### src/rtl/pipeline_ctrl.sv
// rtl/pipeline_ctrl.sv - stall/flush sequencer with MEM-wait watchdog; optional perf counters under PIPELINE_CTRL_PERF_EN
module pipeline_ctrl #(
    parameter int MAX_WAIT = 64,
    parameter int CNT_W    = 32
) (
    input  logic             clk,
    input  logic             rst,
    input  logic             load_use_stall,
    input  logic             ex_redirect,
    input  logic             imem_ready,
    input  logic             dmem_req,
    input  logic             dmem_ready,
    output logic             pc_write,
    output logic             pc_sel_redirect,
    output logic             if_id_write,
    output logic             if_id_flush,
    output logic             id_ex_write,
    output logic             id_ex_flush,
    output logic             ex_mem_write,
    output logic             mem_wb_flush,
    output logic             mem_wait,
    output logic             mem_timeout,
    output logic [CNT_W-1:0] stall_cycles,
    output logic [CNT_W-1:0] redirect_count
);

    localparam int WCW = (MAX_WAIT < 2) ? 1 : $clog2(MAX_WAIT + 1);
    localparam logic [WCW-1:0] MAX_W = WCW'(MAX_WAIT);

    typedef enum logic [1:0] {RUN, MEM_WAIT, HALT} state_t;

    state_t         state;
    logic [WCW-1:0] wait_cnt;
    logic           mem_stall;

    // Once in MEM_WAIT the access is pending regardless of dmem_req.
    assign mem_stall = (state == RUN && dmem_req && !dmem_ready) ||
                       (state == MEM_WAIT && !dmem_ready);

    assign mem_wait    = (state == MEM_WAIT);
    assign mem_timeout = (state == HALT);

    always_comb begin
        pc_write        = 1'b0;
        pc_sel_redirect = 1'b0;
        if_id_write     = 1'b0;
        if_id_flush     = 1'b0;
        id_ex_write     = 1'b0;
        id_ex_flush     = 1'b0;
        ex_mem_write    = 1'b0;
        mem_wb_flush    = 1'b0;
        if (rst) begin
            if_id_flush  = 1'b1;
            id_ex_flush  = 1'b1;
            mem_wb_flush = 1'b1;
        end else if (state == HALT) begin
            pc_write = 1'b0;
        end else if (mem_stall) begin
            mem_wb_flush = 1'b1;
        end else if (ex_redirect) begin
            pc_write        = 1'b1;
            pc_sel_redirect = 1'b1;
            if_id_write     = 1'b1;
            if_id_flush     = 1'b1;
            id_ex_write     = 1'b1;
            id_ex_flush     = 1'b1;
            ex_mem_write    = 1'b1;
        end else if (load_use_stall) begin
            id_ex_write  = 1'b1;
            id_ex_flush  = 1'b1;
            ex_mem_write = 1'b1;
        end else if (!imem_ready) begin
            if_id_write  = 1'b1;
            if_id_flush  = 1'b1;
            id_ex_write  = 1'b1;
            ex_mem_write = 1'b1;
        end else begin
            pc_write     = 1'b1;
            if_id_write  = 1'b1;
            id_ex_write  = 1'b1;
            ex_mem_write = 1'b1;
        end
    end

    always_ff @(posedge clk) begin
        if (rst) begin
            state    <= RUN;
            wait_cnt <= '0;
        end else begin
            case (state)
                RUN: begin
                    if (dmem_req && !dmem_ready) begin
                        state    <= MEM_WAIT;
                        wait_cnt <= WCW'(1);
                    end
                end
                MEM_WAIT: begin
                    if (dmem_ready) begin
                        state    <= RUN;
                        wait_cnt <= '0;
                    end else begin
                        wait_cnt <= wait_cnt + 1'b1;
                        if (MAX_WAIT != 0 && wait_cnt == MAX_W)
                            state <= HALT;
                    end
                end
                HALT:    state <= HALT;
                default: state <= RUN;
            endcase
        end
    end

`ifdef PIPELINE_CTRL_PERF_EN
    logic row_redirect;
    assign row_redirect = (state != HALT) && !mem_stall && ex_redirect;

    always_ff @(posedge clk) begin
        if (rst) begin
            stall_cycles   <= '0;
            redirect_count <= '0;
        end else if (state != HALT) begin
            if (!pc_write && !(&stall_cycles))
                stall_cycles <= stall_cycles + 1'b1;
            if (row_redirect && !(&redirect_count))
                redirect_count <= redirect_count + 1'b1;
        end
    end
`else
    assign stall_cycles   = '0;
    assign redirect_count = '0;
`endif

endmodule

### config.mk
export PLATFORM = sky130hd
export DESIGN_NAME = pipeline_ctrl
export DESIGN_NICKNAME = d
export VERILOG_FILES = /design/src/rtl/pipeline_ctrl.sv
export SDC_FILE = /design/constraint.sdc
export NUM_CORES = 1
export LEC_CHECK = 0
export CORE_MARGIN = 10
export CORE_UTILIZATION = 30
export DETAILED_ROUTE_END_ITERATION = 8
export GPL_TIMING_DRIVEN = 0
export PLACE_DENSITY = 0.78
export SLEW_MARGIN = 20
export SYNTH_ARGS = -nofsm -noshare
export SYNTH_HDL_FRONTEND = slang
export SYNTH_SLANG_ARGS = --single-unit
export TNS_END_PERCENT = 10
### constraint.sdc
create_clock -name clk -period 1.6 [get_ports clk]
set_clock_uncertainty 0.2 [all_clocks]
set_input_delay 0.16 -clock clk [delete_from_list [all_inputs] [get_ports clk]]
set_output_delay 0.16 -clock clk [all_outputs]
set_load 0.05 [all_outputs]
==> results of run 1 <==
## routing by layer
metal  part of all wire [%]  routed length, um
met5                      0                  0
met4                    2.7                 70
met3                     13                327
met2                     51               1330
met1                     34                878
## worst max-delay path by stage
stage,start,endpoint,slack (ns),depth (start not counted)
global placement,dmem_ready,id_ex_write,-1.01,6
floorplan,state[1]$_SDFFE_PP0P_,id_ex_write,-0.26,5
CTS,state[0]$_SDFFE_PP0P_,id_ex_write,-0.28,6
finish,state[0]$_SDFFE_PP0P_,id_ex_write,-0.28,6
global route,state[0]$_SDFFE_PP0P_,id_ex_write,-0.36,6
detailed placement,dmem_ready,id_ex_write,-1.02,6
## metrics by stage
| step | std cells | utilization (%) | TNS, ns |
|---|---|---|---|
| 2_1_floorplan | 196 | - | -1.03 |
| 3_3_place_gp | 257 | 46.2 | -8.52 |
| 3_5_place_dp | 257 | 46.2 | -8.66 |
| 4_1_cts | 262 | 47.6 | -1.84 |
| 5_1_grt | 265 | 48.7 | -2.81 |
| 6_report | 265 | 48.7 | -1.87 |
## area by class of cell
type	count	area, sq um	share of cell area (%)
clock buffers	4	26.3	1.62
well taps	46	57.6	3.54
inverters	6	28.8	1.77
repair buffers	19	186	11.5
plain buffers	67	510	31.4
flip-flops and latches	9	184	11.3
multi-input cells	114	631	38.8
## state kept, by name (all words and copies together), names as in the netlist
signal    cells
state         2
wait_cnt      7
## power groups by stage
stage / logic (W) / registers (W) / clock network (W)
after floorplan: 0.000561 / 0.000235 / 0
after global placement: 0.000613 / 0.000236 / 0
after detailed placement: 0.000615 / 0.000236 / 0
after CTS: 0.000625 / 0.000232 / 0.000186
after global routing: 0.000674 / 0.000233 / 0.000201
final: 0.000642 / 0.000232 / 0.000179
## what timing repair did
action / 4_1_cts / 5_1_grt
endpoints found under the setup margin: 12 / 11
setup buffers: 1 / 3
gates resized for setup: 74 / 4
pin swaps: 6 / 5
## logic make-up after synthesis
logic type               share of synthesized area, %
AO/OA/AOI/OAI                                    10.5
XOR/XNOR                                         4.24
adder cells (fa/ha/maj)                          2.42
buffers and inverters                            50.2
flip-flops                                       17.4
other                                           0.363
AND/OR/NAND/NOR                                  14.8
## worst max-delay path, delay by kind of cell (launching register included)
family / cells / cell delay, ns
buf+inv: 4 / 0.45
flops: 1 / 0.34
simple gates: 2 / 0.48
## cell usage after synthesis, types with 3 or more instances
cell type | instances | area, sq um
o2111ai_1 | 3 | 26.3
nor2_1 | 14 | 52.6
xor2_1 | 5 | 43.8
inv_1 | 5 | 18.8
buf_4 | 65 | 488
dfxtp_1 | 9 | 180
nor2b_1 | 3 | 18.8
a21oi_1 | 3 | 15.0
## cell usage in the layout (no fill, tap or decap), drive strengths merged, types with 2 or more instances in the layout
cell	count
conb	64
nor2	15
and3	2
dlygate4sd2	2
clkdlybuf4s50	3
buf	80
o21bai	2
clkbuf	5
nor2b	3
xor2	5
a21oi	3
o211ai	2
o2111ai	3
dfxtp	9
inv	5
or2	2
a211oi	2
ha	2
==> impl_metrics.env, run 1 <==
export IMPL_switching_share_pct=51.9
export IMPL_grtUsageMet1_pct=6.98
export IMPL_start_kind="register"
export IMPL_status="finished, violations left"
export IMPL_grtUsageMet2_pct=13.7
export IMPL_post_place_ws_ns=-1.02
export IMPL_via_count=906
export IMPL_synth_warnings=0
export IMPL_r2r_slack_ns=-0.05
export IMPL_cts_root_buf="clkbuf_4"
export IMPL_cts_buffers=3
export IMPL_failed_checks="negative setup slack"
export IMPL_powerDensity_nw_per_um2=649
export IMPL_cp_arrival_ns=1.52
export IMPL_max_vdd_ir_drop_mv=0.211
export IMPL_grt_pass1_vias=875
export IMPL_num_fill_cells=345
export IMPL_seq_power_share_pct=22.0
export IMPL_holdPathEnd="wait_cnt[1]$_SDFFE_PP0P_"
export IMPL_met3_usage_pct=4.17
export IMPL_worstPathRequired_ns=1.24
export IMPL_power_w=0.00105
export IMPL_cpPeakStageDelay_ns=0.44
export IMPL_grt_pass1_wl_um=4040
export IMPL_path_cells="buf_6 -> nor2_4 -> or3_4 -> clkinvlp_4 -> buf_8 -> buf_8"
export IMPL_min_path_cells=2
export IMPL_reg2reg_from="wait_cnt[0]$_SDFFE_PP0P_"
export IMPL_dpl_cell_area_sq_um=1540
export IMPL_cp_slowest_cell="or3_4"
export IMPL_synth_cell_types=28
export IMPL_p_sw_w=0.000547
export IMPL_synth_seq_area_share_pct=17.4
export IMPL_path_clk_slew_ns=0.06
export IMPL_die_width_um=78.7
export IMPL_die_h_um=78.7
export IMPL_grt_max_degree=11
export IMPL_clockBufferDepth=2
export IMPL_antenna_found_initial=0
export IMPL_diodes=0
export IMPL_rsz0062_at_grt="true"
export IMPL_cts_sinks=9
export IMPL_hold_ws_ns=0.0399
export IMPL_drive_gt1_share_pct=46.6
export IMPL_finalHoldViolCount=0
export IMPL_drc=0
export IMPL_p_int_w=0.000507
export IMPL_core_area_sq_um=3340
export IMPL_design_area_sq_um=1620
export IMPL_crit_type="reg -> out"
export IMPL_drt_iter0_markers=50
export IMPL_synth_seq_cells=9
export IMPL_cts_hold_buf=0
export IMPL_io_pins=81
export IMPL_wire_per_inst_um=9.83
export IMPL_fp_row_count=21
export IMPL_max_cap_violations=0
export IMPL_max_freq_mhz=531
export IMPL_fin_crit_ns=1.88
export IMPL_syn_avg_cell_area_sq_um=7.77
export IMPL_portBuffers=15
export IMPL_hold_start="rst"
export IMPL_ant_nets=0
export IMPL_avgViaCountPerCell=3.42
export IMPL_synth_flop_cell="dfxtp_1"
export IMPL_area_growth_pct=57.1
export IMPL_slew_violations=0
export IMPL_hpwl_um=2230
export IMPL_busiest_layer="met2"
export IMPL_p_clk_share_pct=17.0
export IMPL_clk_latency_ns=0.26
export IMPL_htreeDepth=1
export IMPL_cts_tree="built"
export IMPL_fin_ws_ns=-0.282
export IMPL_wirelength_um=2610
export IMPL_endpoint_kind="output pin"
export IMPL_crit_fanout=4
export IMPL_p_comb_share_pct=61.0
export IMPL_grt_ovfl_total=0
export IMPL_start_util_pct=31.0
export IMPL_async_reset_ff_share_pct=0
export IMPL_power_leakage_nw=0.917
export IMPL_r2r_end="state[1]$_SDFFE_PP0P_"
export IMPL_synth_edf_count=0
export IMPL_die_area_sq_um=6190
export IMPL_layout_nets=229
export IMPL_gp_congestion=0.737
export IMPL_r2r_cells=6
export IMPL_finalSetupViolations=11
export IMPL_drt_first_pass_iters=4
export IMPL_timing_final_crit_share_pct=118
export IMPL_syn_instance_count=133
export IMPL_gr_usage_all_layers_pct=7.94
export IMPL_synthesis_area_sq_um=1030
export IMPL_holdCritPathClass="in -> reg"
export IMPL_cp_common_cell="buf_8"
(Power assumes the default switching activity.)
==> run 2, diff against run 1 <==
--- a/config.mk
+++ b/config.mk
@@ -9,6 +9,7 @@
 export CORE_UTILIZATION = 30
 export DETAILED_ROUTE_END_ITERATION = 8
 export GPL_TIMING_DRIVEN = 0
+export MAX_ROUTING_LAYER = met4
 export PLACE_DENSITY = 0.78
 export SLEW_MARGIN = 20
 export SYNTH_ARGS = -nofsm -noshare
==> run 2 against run 1 <==
The run still ends with negative setup slack left; clock-buffer cell count is the same; via count is the same; power is essentially flat; worst setup slack is essentially flat; critical endpoint unchanged; largest cell class unchanged; cell count is the same; design area is the same; combinational power is essentially flat; largest power group unchanged; critical path depth is the same; global-route usage grew 0.23 points; sequential cell count is the same; highest routed layer unchanged; routed wire length is essentially flat.
==> impl_metrics.env, run 2 (synthesized netlist as in run 1, its figures left out) <==
export IMPL_max_vdd_ir_drop_mv=0.211
export IMPL_regMostFlops="wait_cnt"
export IMPL_grt_pass1_wl_um=4030
export IMPL_ant_nets=0
export IMPL_design_area_sq_um=1620
export IMPL_htreeDepth=1
export IMPL_cp_arrival_ns=1.52
export IMPL_dr_wl_met3_um=205
export IMPL_cpPeakStageDelay_ns=0.44
export IMPL_start_util_pct=31.0
export IMPL_reg2reg_from="wait_cnt[0]$_SDFFE_PP0P_"
export IMPL_dpl_cell_area_sq_um=1540
export IMPL_critical_path_top_delay_family="simple AND/OR/NAND/NOR gates"
export IMPL_diodes=0
export IMPL_failed_checks="negative setup slack"
export IMPL_slew_violations=0
export IMPL_path_cells="buf_6 -> nor2_4 -> or3_4 -> clkinvlp_4 -> buf_8 -> buf_8"
export IMPL_highest_layer="met4"
export IMPL_path_clk_slew_ns=0.06
export IMPL_cts_tree="built"
export IMPL_max_cap_violations=0
export IMPL_cts_buffers=3
export IMPL_start_kind="register"
export IMPL_drc=0
export IMPL_rsz0062_at_grt="true"
export IMPL_portBuffers=15
export IMPL_power_leakage_nw=0.917
export IMPL_gp_congestion=0.747
export IMPL_cp_common_cell="buf_8"
export IMPL_cp_depth=6
export IMPL_cp_slowest_cell="or3_4"
export IMPL_die_width_um=78.7
export IMPL_crit_type="reg -> out"
export IMPL_antenna_found_initial=0
export IMPL_fp_row_count=21
export IMPL_holdPathEnd="wait_cnt[1]$_SDFFE_PP0P_"
export IMPL_largest_register_ffs=7
export IMPL_post_place_ws_ns=-1.02
export IMPL_via_count=906
export IMPL_met2_length_um=1330
export IMPL_reg_top3="wait_cnt (7), state (2)"
export IMPL_worstPathRequired_ns=1.24
export IMPL_mostFrequentLayoutCells="buf_4, conb_1, nor2_1"
export IMPL_min_path_cells=2
export IMPL_fin_ws_ns=-0.282
export IMPL_drt_first_pass_iters=4
export IMPL_hold_start="rst"
export IMPL_fin_crit_ns=1.88
export IMPL_io_pins=81
export IMPL_post_route_util_pct=48.7
export IMPL_cts_root_buf="clkbuf_4"
export IMPL_cts_hold_buf=0
export IMPL_r2r_end="state[1]$_SDFFE_PP0P_"
export IMPL_powerDensity_nw_per_um2=649
export IMPL_area_growth_pct=57.1
export IMPL_finalHoldViolCount=0
export IMPL_gr_usage_all_layers_pct=8.17
export IMPL_cts_sinks=9
export IMPL_drt_met1_wl_um=1000
export IMPL_status="finished, violations left"
export IMPL_layout_commonest_cell="buf_4"
export IMPL_layout_nets=229
export IMPL_r2r_cells=6
export IMPL_drt_iter0_markers=50
export IMPL_max_freq_mhz=531
export IMPL_grt_ovfl_total=0
export IMPL_clockBufferDepth=2
export IMPL_die_h_um=78.7
export IMPL_die_area_sq_um=6190
export IMPL_crit_buf_inv=4
export IMPL_holdCritPathClass="in -> reg"
export IMPL_crit_fanout=4
export IMPL_wirelength_um=2610
export IMPL_avgViaCountPerCell=3.42
export IMPL_clk_latency_ns=0.26
export IMPL_fin_tns_setup_ns=-1.87
export IMPL_core_area_sq_um=3340
export IMPL_r2r_slack_ns=-0.05
export IMPL_endpoint_kind="output pin"
export IMPL_grt_pass1_vias=875
export IMPL_finalSetupViolations=11
export IMPL_wire_per_inst_um=9.84
export IMPL_timing_final_crit_share_pct=118
export IMPL_drive_gt1_share_pct=46.6
export IMPL_hpwl_um=2230
export IMPL_grt_max_degree=11
## run 2: cell counts in the layout (fill, tap and decap cells not counted)
No cell type changed its count.
## run 2: how the worst max path moves through the flow
stage	from	end	slack, ns
final	state[0]$_SDFFE_PP0P_	id_ex_write	-0.28
after global routing	state[0]$_SDFFE_PP0P_	id_ex_write	-0.36
after CTS	state[0]$_SDFFE_PP0P_	id_ex_write	-0.28
after detailed placement	dmem_ready	id_ex_write	-1.02
after global placement	dmem_ready	id_ex_write	-1.01
after floorplan	state[1]$_SDFFE_PP0P_	id_ex_write	-0.26
## run 2: routing by layer
metal  global-route usage [%]  vias to the layer above
met1                     8.01                      384
met4                     5.91                        0
met3                     2.36                        6
li1                         -                      473
met2                     13.7                       43
met5                        -                        -
## run 2: area by class of cell
class	instances	area, sq um
Inverter	6	28.8
Fill cell	345	1710
Timing Repair Buffer	19	186
Sequential cell	9	184
Buffer	67	510
Multi-Input combinational cell	114	631
Tap cell	46	57.6
Clock buffer	4	26.3
## run 2: repair_timing
action / in CTS / in global routing
hold endpoints to repair: 0 / 0
pin swaps: 6 / 5
gates cloned: 0 / 0
buffers inserted: 1 / 3
endpoints found under the setup margin: 12 / 11
resized for setup: 74 / 4
## run 2: worst register-to-register path, delay by kind of cell (launching register included)
family	cells	cell delay, ns
AND/OR/NAND/NOR	3	0.76
adder cells (fa/ha/maj)	1	0.13
buffers and inverters	1	0.05
flip-flops	1	0.34
AO/OA/AOI/OAI	1	0.10
## run 2: report_power, final
group	internal (W)	leakage [nW]	switching [W]
Combinational	0.000182	0.828	0.000460
Sequential	0.000228	0.0741	0.00000374
Clock	0.0000964	0.0150	0.0000828
## run 2: per-stage QoR
step                cells  hold slack, ns  total power, W
finish                265          0.0399         0.00105
CTS                   262          0.0268         0.00104
floorplan             196           0.151        0.000796
detailed placement    257           0.299        0.000851
global route          265          0.0570         0.00111
global placement      257           0.285        0.000849
==> run 3, diff against run 2 <==
--- a/config.mk
+++ b/config.mk
@@ -5,12 +5,12 @@
 export SDC_FILE = /design/constraint.sdc
 export NUM_CORES = 1
 export LEC_CHECK = 0
+export ABC_AREA = 1
 export CORE_MARGIN = 10
-export CORE_UTILIZATION = 30
+export CORE_UTILIZATION = 32
 export DETAILED_ROUTE_END_ITERATION = 8
-export GPL_TIMING_DRIVEN = 0
 export MAX_ROUTING_LAYER = met4
-export PLACE_DENSITY = 0.78
+export PLACE_DENSITY = 0.79
 export SLEW_MARGIN = 20
 export SYNTH_ARGS = -nofsm -noshare
 export SYNTH_HDL_FRONTEND = slang
==> run 3 against run 2 <==
The run still ends with negative setup slack left; critical path depth is 3 higher; via count fell by 7.1%; maximum frequency rose by 6.2%; utilization down 8.3 points; synthesized cell count is 21% higher; critical endpoint is now if_id_write; cell count shrank 12%; worst hold slack improved by 0.18 ns; global-route usage down 0.25 points; largest power group unchanged; clock-buffer cell count is the same; worst setup slack improved by 0.11 ns; register-to-register slack better by 0.19 ns.
==> impl_metrics.env, run 3 <==
export IMPL_power_leakage_nw=0.678
export IMPL_grt_pass1_vias=935
export IMPL_area_growth_pct=19.5
export IMPL_p_int_w=0.000446
export IMPL_fin_cells=234
export IMPL_cts_tree="built"
export IMPL_via_count=842
export IMPL_reg2reg_from="wait_cnt[1]$_SDFFE_PP0P_"
export IMPL_ys_top_cells_by_area="buf_4, dfxtp_1, nand2_1"
export IMPL_start_kind="register"
export IMPL_synth_seq_area_share_pct=15.6
export IMPL_cts_root_buf="clkbuf_4"
export IMPL_drt_iter0_markers=22
export IMPL_synth_top_area_share_pct=42.3
export IMPL_failed_checks="negative setup slack"
export IMPL_clk_latency_ns=0.26
export IMPL_clockBufferDepth=2
export IMPL_design_area_sq_um=1380
export IMPL_drive_gt1_share_pct=25.5
export IMPL_io_pins=81
export IMPL_htreeDepth=1
export IMPL_num_fill_cells=360
export IMPL_finalSetupViolations=8
export IMPL_crit_type="reg -> out"
export IMPL_max_vdd_ir_drop_mv=0.332
export IMPL_rsz0062_at_grt="true"
export IMPL_synth_cell_types=23
export IMPL_reg_top3="wait_cnt (7), state (2)"
export IMPL_regMostFlops="wait_cnt"
export IMPL_fp_row_count=21
export IMPL_synth_seq_cells=9
export IMPL_ant_nets=0
export IMPL_drt_first_pass_iters=4
export IMPL_slew_violations=0
export IMPL_grt_max_degree=13
export IMPL_synth_most_common_cell="buf_4"
export IMPL_drc=0
export IMPL_grt_ovfl_total=0
export IMPL_layout_nets=198
export IMPL_avgViaCountPerCell=3.60
export IMPL_multiInputGateArea_sq_um=699
export IMPL_status="finished, violations left"
export IMPL_timing_final_crit_share_pct=111
export IMPL_synthesis_area_sq_um=1150
export IMPL_powerDensity_nw_per_um2=743
export IMPL_p_sw_w=0.000578
export IMPL_synth_flop_cell="dfxtp_1"
export IMPL_cts_hold_buf=0
export IMPL_hpwl_um=2240
export IMPL_async_reset_ff_share_pct=0
export IMPL_core_area_sq_um=3420
export IMPL_fin_ws_ns=-0.172
export IMPL_portBuffers=16
export IMPL_diodes=0
export IMPL_largest_register_ffs=7
export IMPL_gr_usage_all_layers_pct=7.92
export IMPL_endpoint_kind="output pin"
export IMPL_crit_fanout=3
export IMPL_cts_sinks=9
export IMPL_die_width_um=80.0
export IMPL_p_comb_share_pct=59.7
export IMPL_p_clk_share_pct=17.5
export IMPL_max_cap_violations=0
export IMPL_synth_warnings=0
export IMPL_cts_buffers=3
export IMPL_synth_edf_count=0
export IMPL_path_clk_slew_ns=0.06
export IMPL_layout_commonest_cell="conb_1"
export IMPL_r2r_cells=6
export IMPL_mostFrequentLayoutCells="conb_1, nand2_1, inv_1"
export IMPL_wirelength_um=2580
export IMPL_dpl_cell_area_sq_um=1310
export IMPL_synth_top_area_cell="buf_4"
export IMPL_synth_top_cells_by_count="buf_4, nand2_1, inv_1"
export IMPL_worstPathRequired_ns=1.24
export IMPL_max_freq_mhz=564
export IMPL_r2r_end="wait_cnt[6]$_SDFFE_PP0P_"
export IMPL_switching_share_pct=56.4
export IMPL_dp_cells=227
export IMPL_wire_per_inst_um=11.0
export IMPL_grt_pass1_wl_um=4150
export IMPL_die_h_um=80.0
export IMPL_gp_congestion=0.828
export IMPL_cp_arrival_ns=1.41
export IMPL_syn_instance_count=161
export IMPL_finalHoldViolCount=0
export IMPL_seq_area_sq_um=188
export IMPL_crit_path_start="state[1]$_SDFFE_PP0P_"
export IMPL_syn_avg_cell_area_sq_um=7.17
export IMPL_antenna_found_initial=0
export IMPL_r2r_slack_ns=0.14
export IMPL_die_area_sq_um=6410
export IMPL_seq_power_share_pct=22.7
export IMPL_endpoint="if_id_write"
export IMPL_holdCritPathClass="in -> reg"
export IMPL_start_util_pct=33.8
export IMPL_fin_crit_ns=1.77
## run 3: power groups by stage
stage          Sequential [W]  Clock (W)  Combinational (W)
3_3_place_gp         0.000239          0           0.000595
6_report             0.000233   0.000180           0.000612
3_5_place_dp         0.000239          0           0.000599
4_1_cts              0.000235   0.000183           0.000606
5_1_grt              0.000233   0.000197           0.000640
2_1_floorplan        0.000239          0           0.000609
## run 3: kinds of logic (layout without fill, tap and decap cells)
logic type	count (synthesis)	in the layout	share of synthesized area, %
other	1	64	0.325
and+or+nand+nor	52	52	24.6
buffers and inverters	82	46	49.2
DFF	9	9	15.6
AOI/OAI and AO/OA	15	15	8.03
adders and majority gates	2	2	2.17
## run 3: area by class of cell
| type | instances | share of cell area [%] |
|---|---|---|
| clock buffers | 4 | 1.91 |
| inverters | 16 | 5.35 |
| multi-input cells | 133 | 50.7 |
| flip-flops and latches | 9 | 13.6 |
| well taps | 46 | 4.17 |
| repair buffers | 26 | 24.2 |
## run 3: worst min path at each step
stage | from | end | slack (ns) | depth (start not counted)
finish | dmem_ready | wait_cnt[1]$_SDFFE_PP0P_ | 0.22 | 4
global route | dmem_ready | wait_cnt[1]$_SDFFE_PP0P_ | 0.25 | 4
CTS | dmem_ready | wait_cnt[1]$_SDFFE_PP0P_ | 0.23 | 4
detailed placement | wait_cnt[6]$_SDFFE_PP0P_ | wait_cnt[6]$_SDFFE_PP0P_ | 0.27 | 2
global placement | wait_cnt[6]$_SDFFE_PP0P_ | wait_cnt[6]$_SDFFE_PP0P_ | 0.26 | 2
floorplan | rst | state[0]$_SDFFE_PP0P_ | 0.02 | 1
## run 3: metal layers
layer  vias up  wire length, um  part of all wire, %  global-route usage (%)
li1        423                -                    -                       -
met1       362              967                   37                    7.73
met2        52             1370                   53                    14.8
met3         5              227                  8.8                    2.59
met4         0               15                 0.58                    1.58
met5         -                0                    0                       -
## run 3: timing repair
| item | CTS | global route |
|---|---|---|
| pin swaps | 4 | 0 |
| endpoints found under the setup margin | 8 | 8 |
| gates resized for setup | 4 | 3 |
| buffers inserted | 3 | 0 |
## run 3: critical path, stage by stage, from the launching register on
cell,delay [ns]
dfxtp_4,0.37
inv_4,0.05
nand2_4,0.08
inv_8,0.04
nand2_4,0.05
nand2_4,0.05
nor2_4,0.11
nand2_4,0.10
a21oi_4,0.15
buf_12,0.15
## run 3: stage by stage
stage                     hold slack (ns)  setup TNS [ns]  worst slack, ns  utilization (%)  total power [W]
after global routing                0.251           -1.76           -0.267             40.4          0.00107
after detailed placement            0.268           -1.80           -0.212             38.2         0.000838
after floorplan                    0.0217          -0.453           -0.184                -         0.000848
final                               0.221           -1.05           -0.172             40.4          0.00102
after global placement              0.256           -1.57           -0.192             38.2         0.000834
after CTS                           0.229           -1.27           -0.192             40.1          0.00102
